`src/rtl/muldiv_unit.sv`:
```
`default_nettype none
`timescale 1ns/1ps
// ============================================================================
//  Module   : muldiv_unit
//  Purpose  : Iterative RV32M multiply/divide unit (shift-add multiply,
//             restoring divide) with a one-cycle register-file write-back.
//             Optional: MULDIV_EARLY_OUT_EN skips CALC when A==0 or B==0.
//  Revision : 1.0 - initial release
// ============================================================================
module muldiv_unit #(
   parameter int XLEN = 32
) (
   input  logic            clk,
   input  logic            rst_n,
   input  logic            start,
   input  logic [2:0]      funct3,
   input  logic [XLEN-1:0] rs1_val,
   input  logic [XLEN-1:0] rs2_val,
   input  logic [4:0]      rd_addr,
   output logic            busy,
   output logic            done,
   output logic            wb_we,
   output logic [4:0]      wb_addr,
   output logic [XLEN-1:0] wb_data
);

   typedef enum logic [1:0] {
      S_IDLE = 2'd0,
      S_CALC = 2'd1,
      S_FIX  = 2'd2,
      S_DONE = 2'd3
   } state_t;

   localparam logic [5:0] LAST_ITER = 6'(XLEN - 1);

   state_t                state_q, state_d;
   logic [2:0]            op_q, op_d;
   logic [4:0]            rd_q, rd_d;
   logic [XLEN-1:0]       a_orig_q, a_orig_d;
   logic [XLEN-1:0]       a_mag_q, a_mag_d;
   logic [XLEN-1:0]       b_mag_q, b_mag_d;
   logic                  res_neg_q, res_neg_d;
   logic                  a_neg_q, a_neg_d;
   logic [5:0]            cnt_q, cnt_d;
   logic [2*XLEN-1:0]     acc_q, acc_d;
   logic                  busy_q, busy_d;
   logic                  done_q, done_d;
   logic                  wb_we_q, wb_we_d;
   logic [4:0]            wb_addr_q, wb_addr_d;
   logic [XLEN-1:0]       wb_data_q, wb_data_d;

   logic                  a_signed_in, b_signed_in, a_neg_in, b_neg_in;
   logic [XLEN:0]         mul_sum;
   logic [2*XLEN-1:0]     mul_next;
   logic [XLEN:0]         div_r;
   logic                  div_ge;
   logic [XLEN-1:0]       div_sub, div_rem;
   logic [2*XLEN-1:0]     div_next;
   logic [2*XLEN-1:0]     prod;
   logic [XLEN-1:0]       quo_s, rem_s, fix_result;

   // Unsigned-A ops: MULHU, DIVU, REMU; unsigned-B ops add MULHSU.
   assign a_signed_in = ~(funct3[0] & (funct3[1] | funct3[2]));
   assign b_signed_in = funct3[2] ? ~funct3[0] : ~funct3[1];
   assign a_neg_in    = a_signed_in & rs1_val[XLEN-1];
   assign b_neg_in    = b_signed_in & rs2_val[XLEN-1];

   // Multiplier sits in the low half and is consumed LSB-first while the
   // partial product shifts in from the top.
   assign mul_sum  = {1'b0, acc_q[2*XLEN-1:XLEN]} + (acc_q[0] ? {1'b0, a_mag_q} : '0);
   assign mul_next = {mul_sum, acc_q[XLEN-1:1]};

   // Remainder in the high half, dividend/quotient in the low half.
   assign div_r    = {acc_q[2*XLEN-1:XLEN], acc_q[XLEN-1]};
   assign div_ge   = div_r >= {1'b0, b_mag_q};
   assign div_sub  = div_r[XLEN-1:0] - b_mag_q;
   assign div_rem  = div_ge ? div_sub : div_r[XLEN-1:0];
   assign div_next = {div_rem, acc_q[XLEN-2:0], div_ge};

   assign prod  = res_neg_q ? -acc_q : acc_q;
   assign quo_s = res_neg_q ? -acc_q[XLEN-1:0] : acc_q[XLEN-1:0];
   assign rem_s = a_neg_q ? -acc_q[2*XLEN-1:XLEN] : acc_q[2*XLEN-1:XLEN];

   always_comb begin
      fix_result = '0;
      if (!op_q[2]) begin
         fix_result = (op_q[1:0] == 2'b00) ? prod[XLEN-1:0] : prod[2*XLEN-1:XLEN];
      end else if (b_mag_q == '0) begin
         fix_result = op_q[1] ? a_orig_q : '1;
      end else begin
         fix_result = op_q[1] ? rem_s : quo_s;
      end
   end

   always_comb begin
      state_d   = state_q;
      op_d      = op_q;
      rd_d      = rd_q;
      a_orig_d  = a_orig_q;
      a_mag_d   = a_mag_q;
      b_mag_d   = b_mag_q;
      res_neg_d = res_neg_q;
      a_neg_d   = a_neg_q;
      cnt_d     = cnt_q;
      acc_d     = acc_q;

      case (state_q)
         S_IDLE: begin
            if (start) begin
               op_d      = funct3;
               rd_d      = rd_addr;
               a_orig_d  = rs1_val;
               a_neg_d   = a_neg_in;
               res_neg_d = a_neg_in ^ b_neg_in;
               a_mag_d   = a_neg_in ? -rs1_val : rs1_val;
               b_mag_d   = b_neg_in ? -rs2_val : rs2_val;
               cnt_d     = '0;
               acc_d     = funct3[2] ? {{XLEN{1'b0}}, a_mag_d} : {{XLEN{1'b0}}, b_mag_d};
               state_d   = S_CALC;
`ifdef MULDIV_EARLY_OUT_EN
               // A zero operand makes every result a constant or rs1_val.
               if ((rs1_val == '0) || (rs2_val == '0)) begin
                  acc_d   = '0;
                  state_d = S_FIX;
               end
`endif
            end
         end
         S_CALC: begin
            acc_d = op_q[2] ? div_next : mul_next;
            cnt_d = cnt_q + 6'd1;
            if (cnt_q == LAST_ITER) begin
               state_d = S_FIX;
            end
         end
         S_FIX:   state_d = S_DONE;
         S_DONE:  state_d = S_IDLE;
         default: state_d = S_IDLE;
      endcase

      busy_d    = (state_d != S_IDLE);
      done_d    = (state_d == S_DONE);
      wb_we_d   = (state_d == S_DONE) && (rd_q != 5'd0);
      wb_addr_d = (state_d == S_DONE) ? rd_q : wb_addr_q;
      wb_data_d = (state_q == S_FIX) ? fix_result : wb_data_q;
   end

   always_ff @(posedge clk or negedge rst_n) begin
      if (!rst_n) begin
         state_q   <= S_IDLE;
         op_q      <= '0;
         rd_q      <= '0;
         a_orig_q  <= '0;
         a_mag_q   <= '0;
         b_mag_q   <= '0;
         res_neg_q <= 1'b0;
         a_neg_q   <= 1'b0;
         cnt_q     <= '0;
         acc_q     <= '0;
         busy_q    <= 1'b0;
         done_q    <= 1'b0;
         wb_we_q   <= 1'b0;
         wb_addr_q <= '0;
         wb_data_q <= '0;
      end else begin
         state_q   <= state_d;
         op_q      <= op_d;
         rd_q      <= rd_d;
         a_orig_q  <= a_orig_d;
         a_mag_q   <= a_mag_d;
         b_mag_q   <= b_mag_d;
         res_neg_q <= res_neg_d;
         a_neg_q   <= a_neg_d;
         cnt_q     <= cnt_d;
         acc_q     <= acc_d;
         busy_q    <= busy_d;
         done_q    <= done_d;
         wb_we_q   <= wb_we_d;
         wb_addr_q <= wb_addr_d;
         wb_data_q <= wb_data_d;
      end
   end

   assign busy    = busy_q;
   assign done    = done_q;
   assign wb_we   = wb_we_q;
   assign wb_addr = wb_addr_q;
   assign wb_data = wb_data_q;

endmodule
`default_nettype wire

```
`config.mk`:
```
export PLATFORM = sky130hd
export DESIGN_NAME = muldiv_unit
export DESIGN_NICKNAME = d
export VERILOG_FILES = /design/src/rtl/muldiv_unit.sv
export SDC_FILE = /design/constraint.sdc
export NUM_CORES = 1
export LEC_CHECK = 0
export ABC_AREA = 1
export ABC_CLOCK_PERIOD_IN_PS = 4000
export CORE_MARGIN = 5
export CORE_UTILIZATION = 55
export DETAILED_ROUTE_END_ITERATION = 10
export GPL_TIMING_DRIVEN = 1
export MAX_ROUTING_LAYER = met4
export PLACE_DENSITY = 0.79
export RECOVER_POWER = 100
export SLEW_MARGIN = 20
export SYNTH_ARGS = -nofsm -noshare
export SYNTH_HDL_FRONTEND = slang
export SYNTH_SLANG_ARGS = --single-unit
export TNS_END_PERCENT = 10
```
`constraint.sdc`:
```
create_clock -name clk -period 4 [get_ports clk]
set_input_delay 0.8 -clock clk [delete_from_list [all_inputs] [get_ports clk]]
set_output_delay 0.8 -clock clk [all_outputs]
set_load 0.1 [all_outputs]
```
# Yosys cells after proc, flatten, opt, wreduce, memory -nomap -nowiden
# Index checks and enable logic that the tools add are counted.
# totals
regBits	218
out_inout_bits	40
# op_classes
reduce_logical	9
n_eq_ne	6
n_addsub	8
n_mux	22
bitwise_logic	8
n_lt_le_gt_ge	1
# op_table
op	n
32-bit two-way mux	12
64-bit two-way mux	3
32-bit negator	4
64-bit case mux with 2 select lines	1
64-bit negator	1
32-bit by 32-bit adder with 33-bit output	1
33-bit by 32-bit >= comparator with 1-bit output	1
32-bit zero test	1
32-bit subtractor	1
6-bit case mux with 2 select lines	1
2-bit case mux with 4 select lines	1
6-bit by 1-bit adder with 6-bit output, second input constant	1
2-bit equality test, second input constant	3
6-bit by 5-bit equality test with 1-bit output, second input constant	1
6-bit two-way mux	1
5-bit nonzero test	1
2-bit zero test	2
2-bit two-way mux	2
2-bit AND reduction	2
2-bit nonzero test	2
1-bit bitwise AND	3
1-bit NOT	3
2-bit by 1-bit equality test with 1-bit output, second input constant	1
2-bit inequality test, second input constant	1
4 further kinds	4

# Depth between registers and ports, before layout
# logic_depth
ltp_word	8
ltp_mapped	21
ltp_nobuf	19

# Least setup slack after synthesis
# No wires, ideal clock.
# synth_timing
path_type	reg2reg
startpoint	register acc_q[0]
endpoint	register acc_q[59]
stages_incl_launch_ff	20
synth_period_minus_slack_ns	2.668
setup_ns	0.116
arrival_time_ns	2.552
setup_slack_ns	1.332
path_cell_list	dfrtp_1 buf_2 buf_1 nand2_1 inv_1 ha_1 inv_1 fa_1 o21ai_0 nand2_1 nand2_1 nand2_1 nand2_1 nand2_1 nand3_1 nand2_1 nor2_1 nor2_1 nand2_1 nand2_1
# synth_between
elab_chain_cells	4
# synth_rtl
item	line	source
start, declared	45	logic [2*XLEN-1:0] acc_q, acc_d;
start signal, assigned	159	acc_q <= '0;
start signal, assigned	175	acc_q <= acc_d;
32-bit two-way mux	70	assign mul_sum = {1'b0, acc_q[2*XLEN-1:XLEN]} + (acc_q[0] ? {1'b0, a_mag_q} : '0);
32-bit by 32-bit adder with 33-bit output	70	
64-bit two-way mux	130	acc_d = op_q[2] ? div_next : mul_next;
64-bit case mux with 2 select lines	107	case (state_q)
# No other way between the ends.
# A chain may end at the register's enable or synchronous reset.

# Final worst setup path
# layout_timing
startpoint	input port funct3[2]
endpoint	register acc_q[29]
# layout_between
elab_chain_cells	8
# layout_rtl
item	line	source
start, declared	16	input logic [2:0] funct3,
1-bit bitwise OR	63	assign a_signed_in = ~(funct3[0] & (funct3[1] | funct3[2]));
1-bit bitwise AND	63	
1-bit NOT	63	
1-bit bitwise AND	65	assign a_neg_in = a_signed_in & rs1_val[XLEN-1];
32-bit two-way mux	115	a_mag_d = a_neg_in ? -rs1_val : rs1_val;
32-bit two-way mux *	118	acc_d = funct3[2] ? {{XLEN{1'b0}}, a_mag_d} : {{XLEN{1'b0}}, b_mag_d};
64-bit two-way mux *	109	if (start) begin
64-bit case mux with 2 select lines *	107	
# Every way passes the cells marked *; elsewhere a longest branch is shown, timed or not. The select of a mux whose other input is x is not followed.

==> results_dict.tcl <==
set metrics [dict create \
    setup-violations-final 0 \
    cp_data_required_time_ns 4.49 \
    final.setup.worst_slack_ns 0.591 \
    clock_tree_from_tritoncts "done" \
    crit_path_end_kind "flip-flop" \
    synth_top_area_share 0.263 \
    place_ws_ns 0.897 \
    rsz0062_at_grt "no" \
    io_buffer_count 114 \
    peakVddDrop_mv 0.635 \
    dr_vias_cell 5.93 \
    finalHoldViolCount 0 \
    clock-skew-final_ns 0.0165 \
    layout.filler_cells 3815 \
    postRouteAntennaNets 0 \
    ctsHtreeMaxLevel 1 \
    die_x_extent_um 204 \
    grt_util_all_layers 0.434 \
    run_status "finished, violations left" \
    synthToLayoutAreaGrowth_pct 12.3 \
    synth_top_flop_cell "dfrtp_1" \
    fin_util 0.620 \
    yosysUniqueCellTypes 49 \
    postSynth.asyncResetShare 1.00 \
    initialDrtViolationCount 3778 \
    drive_above_1_share 0.0396 \
    fin_tns_setup_ns 0 \
    stdcell_area_um2 23200 \
    worstSkewPairLatency_ns 0.59 \
    detailroute.via_count 24500 \
    pin_count 115 \
    crit_fanout 16 \
    power_leakage_nw 12.0 \
    synth.yosys.warnings 0 \
    cts_setup_buffers 0 \
    drc 0 \
    holdCritPathClass "reg -> reg" \
    hpwl_um 71200 \
    postSynthCellCount 3532 \
    worst_ep_arrival_time_ns 3.89 \
    drt_wl_total_um 90100 \
    syn-cell-area_um2 20600 \
    numClockSinks 217 \
    number_of_enable_type_register_cells_in_the_synthesized_netlist 0 \
    grt_pass1_wl_um 134000 \
    synth_top_cells_by_area "dfrtp_1, nand2_1, nand3_1" \
    synth_nets 3678 \
    cts_buffer_depth 3 \
    synth.ff_latch_count 217 \
    num_rows 71 \
    worst_slew_margin_rel -0.644 \
    drt_pre_antenna_iters 7 \
    cts.reportedPaths.clkPinSlew_ns 0.06 \
    grt_max_degree 94 \
    critPathKind "in -> reg" \
    wire_per_inst_um 21.8 \
    synth_commonest_cells "nand2_1, nor2_1, inv_1" \
    synth_seq_area_share 0.263 \
    die_y_um 204 \
    cap_violations 3 \
    critical_path.startpoint_type "input port" \
    layout_min_cycle_time_ns 3.41 \
    cts-hold-fix-buffers 0 \
    max_clock_freq_ghz 0.293 \
    clk_root_buffer_cell "clkbuf_16" \
    layout_worst_path_cycle_share 0.852 \
    antenna_found_initial 3 \
    initial_core_util 0.552 \
    gp_routability_congestion 1.11 \
    fp.coreArea_um2 37400 \
    die-area_um2 41500 \
    violations "max-capacitance violations, max-slew violations" \
    placed_instance_area_um2 22300 \
    timing.final.max_slew_violations 216 \
    cts-resized-gates 0 \
    finalNetCount 3737 \
    synth.largest_area_cell "dfrtp_1" \
    numCtsBuffers 27 \
    post_synth.cell_area_avg_um2 5.85 \
    yosysMostFrequentCell "nand2_1" \
    overflow 0 \
    number_of_global_route_vias_before_repair 21900 \
    worst_pin_slew_ns 2.47 \
    power_density_nw_per_um2 1010 \
]
## through the flow
step | hold slack (ns) | std cells | power (mW)
after detailed placement | 0.465 | 4073 | 20.3
final | 0.469 | 4127 | 23.5
after floorplan | 0.444 | 3532 | 15.2
after CTS | 0.256 | 4123 | 22.9
after global routing | 0.496 | 4127 | 25.1
after global placement | 0.460 | 4073 | 20.2
## final cells by class
class                      count  area (um2)  area share
tap                          511         639      0.0276
multi-input combinational   2775       13100       0.567
clock buffer                  34         752      0.0324
inverter                     407        1530      0.0661
clock inverter                16         165     0.00713
timing repair buffer         163        1520      0.0654
sequential                   217        5430       0.234
antenna                        4        10.0    0.000432
## metal layers
metal,global-route usage,wire [um],vias to the layer above
li1,-,-,11500
met1,0.583,35600,11000
met2,0.609,37000,1698
met3,0.114,12100,277
met4,0.206,5400,0
met5,-,0,-
## state kept, by name (all words and copies together) (netlist names)
register / cells
acc_q: 64
a_orig_q: 32
b_mag_q: 32
wb_data: 32
a_mag_q: 31
cnt_q: 6
rd_q: 5
wb_addr: 5
op_q: 3
state_q: 2
a_neg_q: 1
busy: 1
done: 1
res_neg_q: 1
wb_we: 1
## placed cells by master, fill, tap and decap left out, drive strengths merged, types with 56 or more instances in the layout
cell type and instances:
nand2 1202, nor2 441, inv 406, nand3 393, o21ai 221, dfrtp 217, a21oi 160, clkdlybuf4s50 72
ha 69, nand4 63, xor2 56
## path summary, 6_finish.rpt
path                       slack, ns                       to                    start  cells after the start
setup reg to reg                0.60  wb_data[12]$_DFFE_PN0P_     state_q[0]$_DFF_PN0_                      7
hold reg to reg                 0.47  wb_data[12]$_DFFE_PN0P_  wb_data[12]$_DFFE_PN0P_                      2
hold / removal                  0.47  wb_data[12]$_DFFE_PN0P_  wb_data[12]$_DFFE_PN0P_                      2
max in group asynchronous       1.05    acc_q[23]$_DFFE_PN0P_                    rst_n                      2
min in group asynchronous       0.93  wb_data[23]$_DFFE_PN0P_                    rst_n                      1
setup / recovery                0.59    acc_q[29]$_DFFE_PN0P_                funct3[2]                     12
## worst max-delay path, stage by stage
cell           delay [ns]
dlygate4sd3_1        0.57
o21ai_0              0.26
nand2_1              0.08
clkbuf_1             0.30
inv_1                0.43
clkbuf_1             0.62
nand2_1              0.16
nand2_1              0.10
nand2_1              0.09
nand3_1              0.08
nand3_1              0.16
a22oi_1              0.24
## where the power goes
part           leakage (nW)  internal [mW]  switching (mW)
Sequential             2.58           3.22            1.29
Clock                 0.442           1.47            1.09
Combinational          8.94           4.93            11.5
## kinds of logic after synthesis
logic type      synth area share
fa+ha+maj                 0.0437
xor+xnor                  0.0322
compound gates             0.120
flops                      0.263
buf+inv                    0.100
simple gates               0.440
Power figures use the tool's default switching activity.
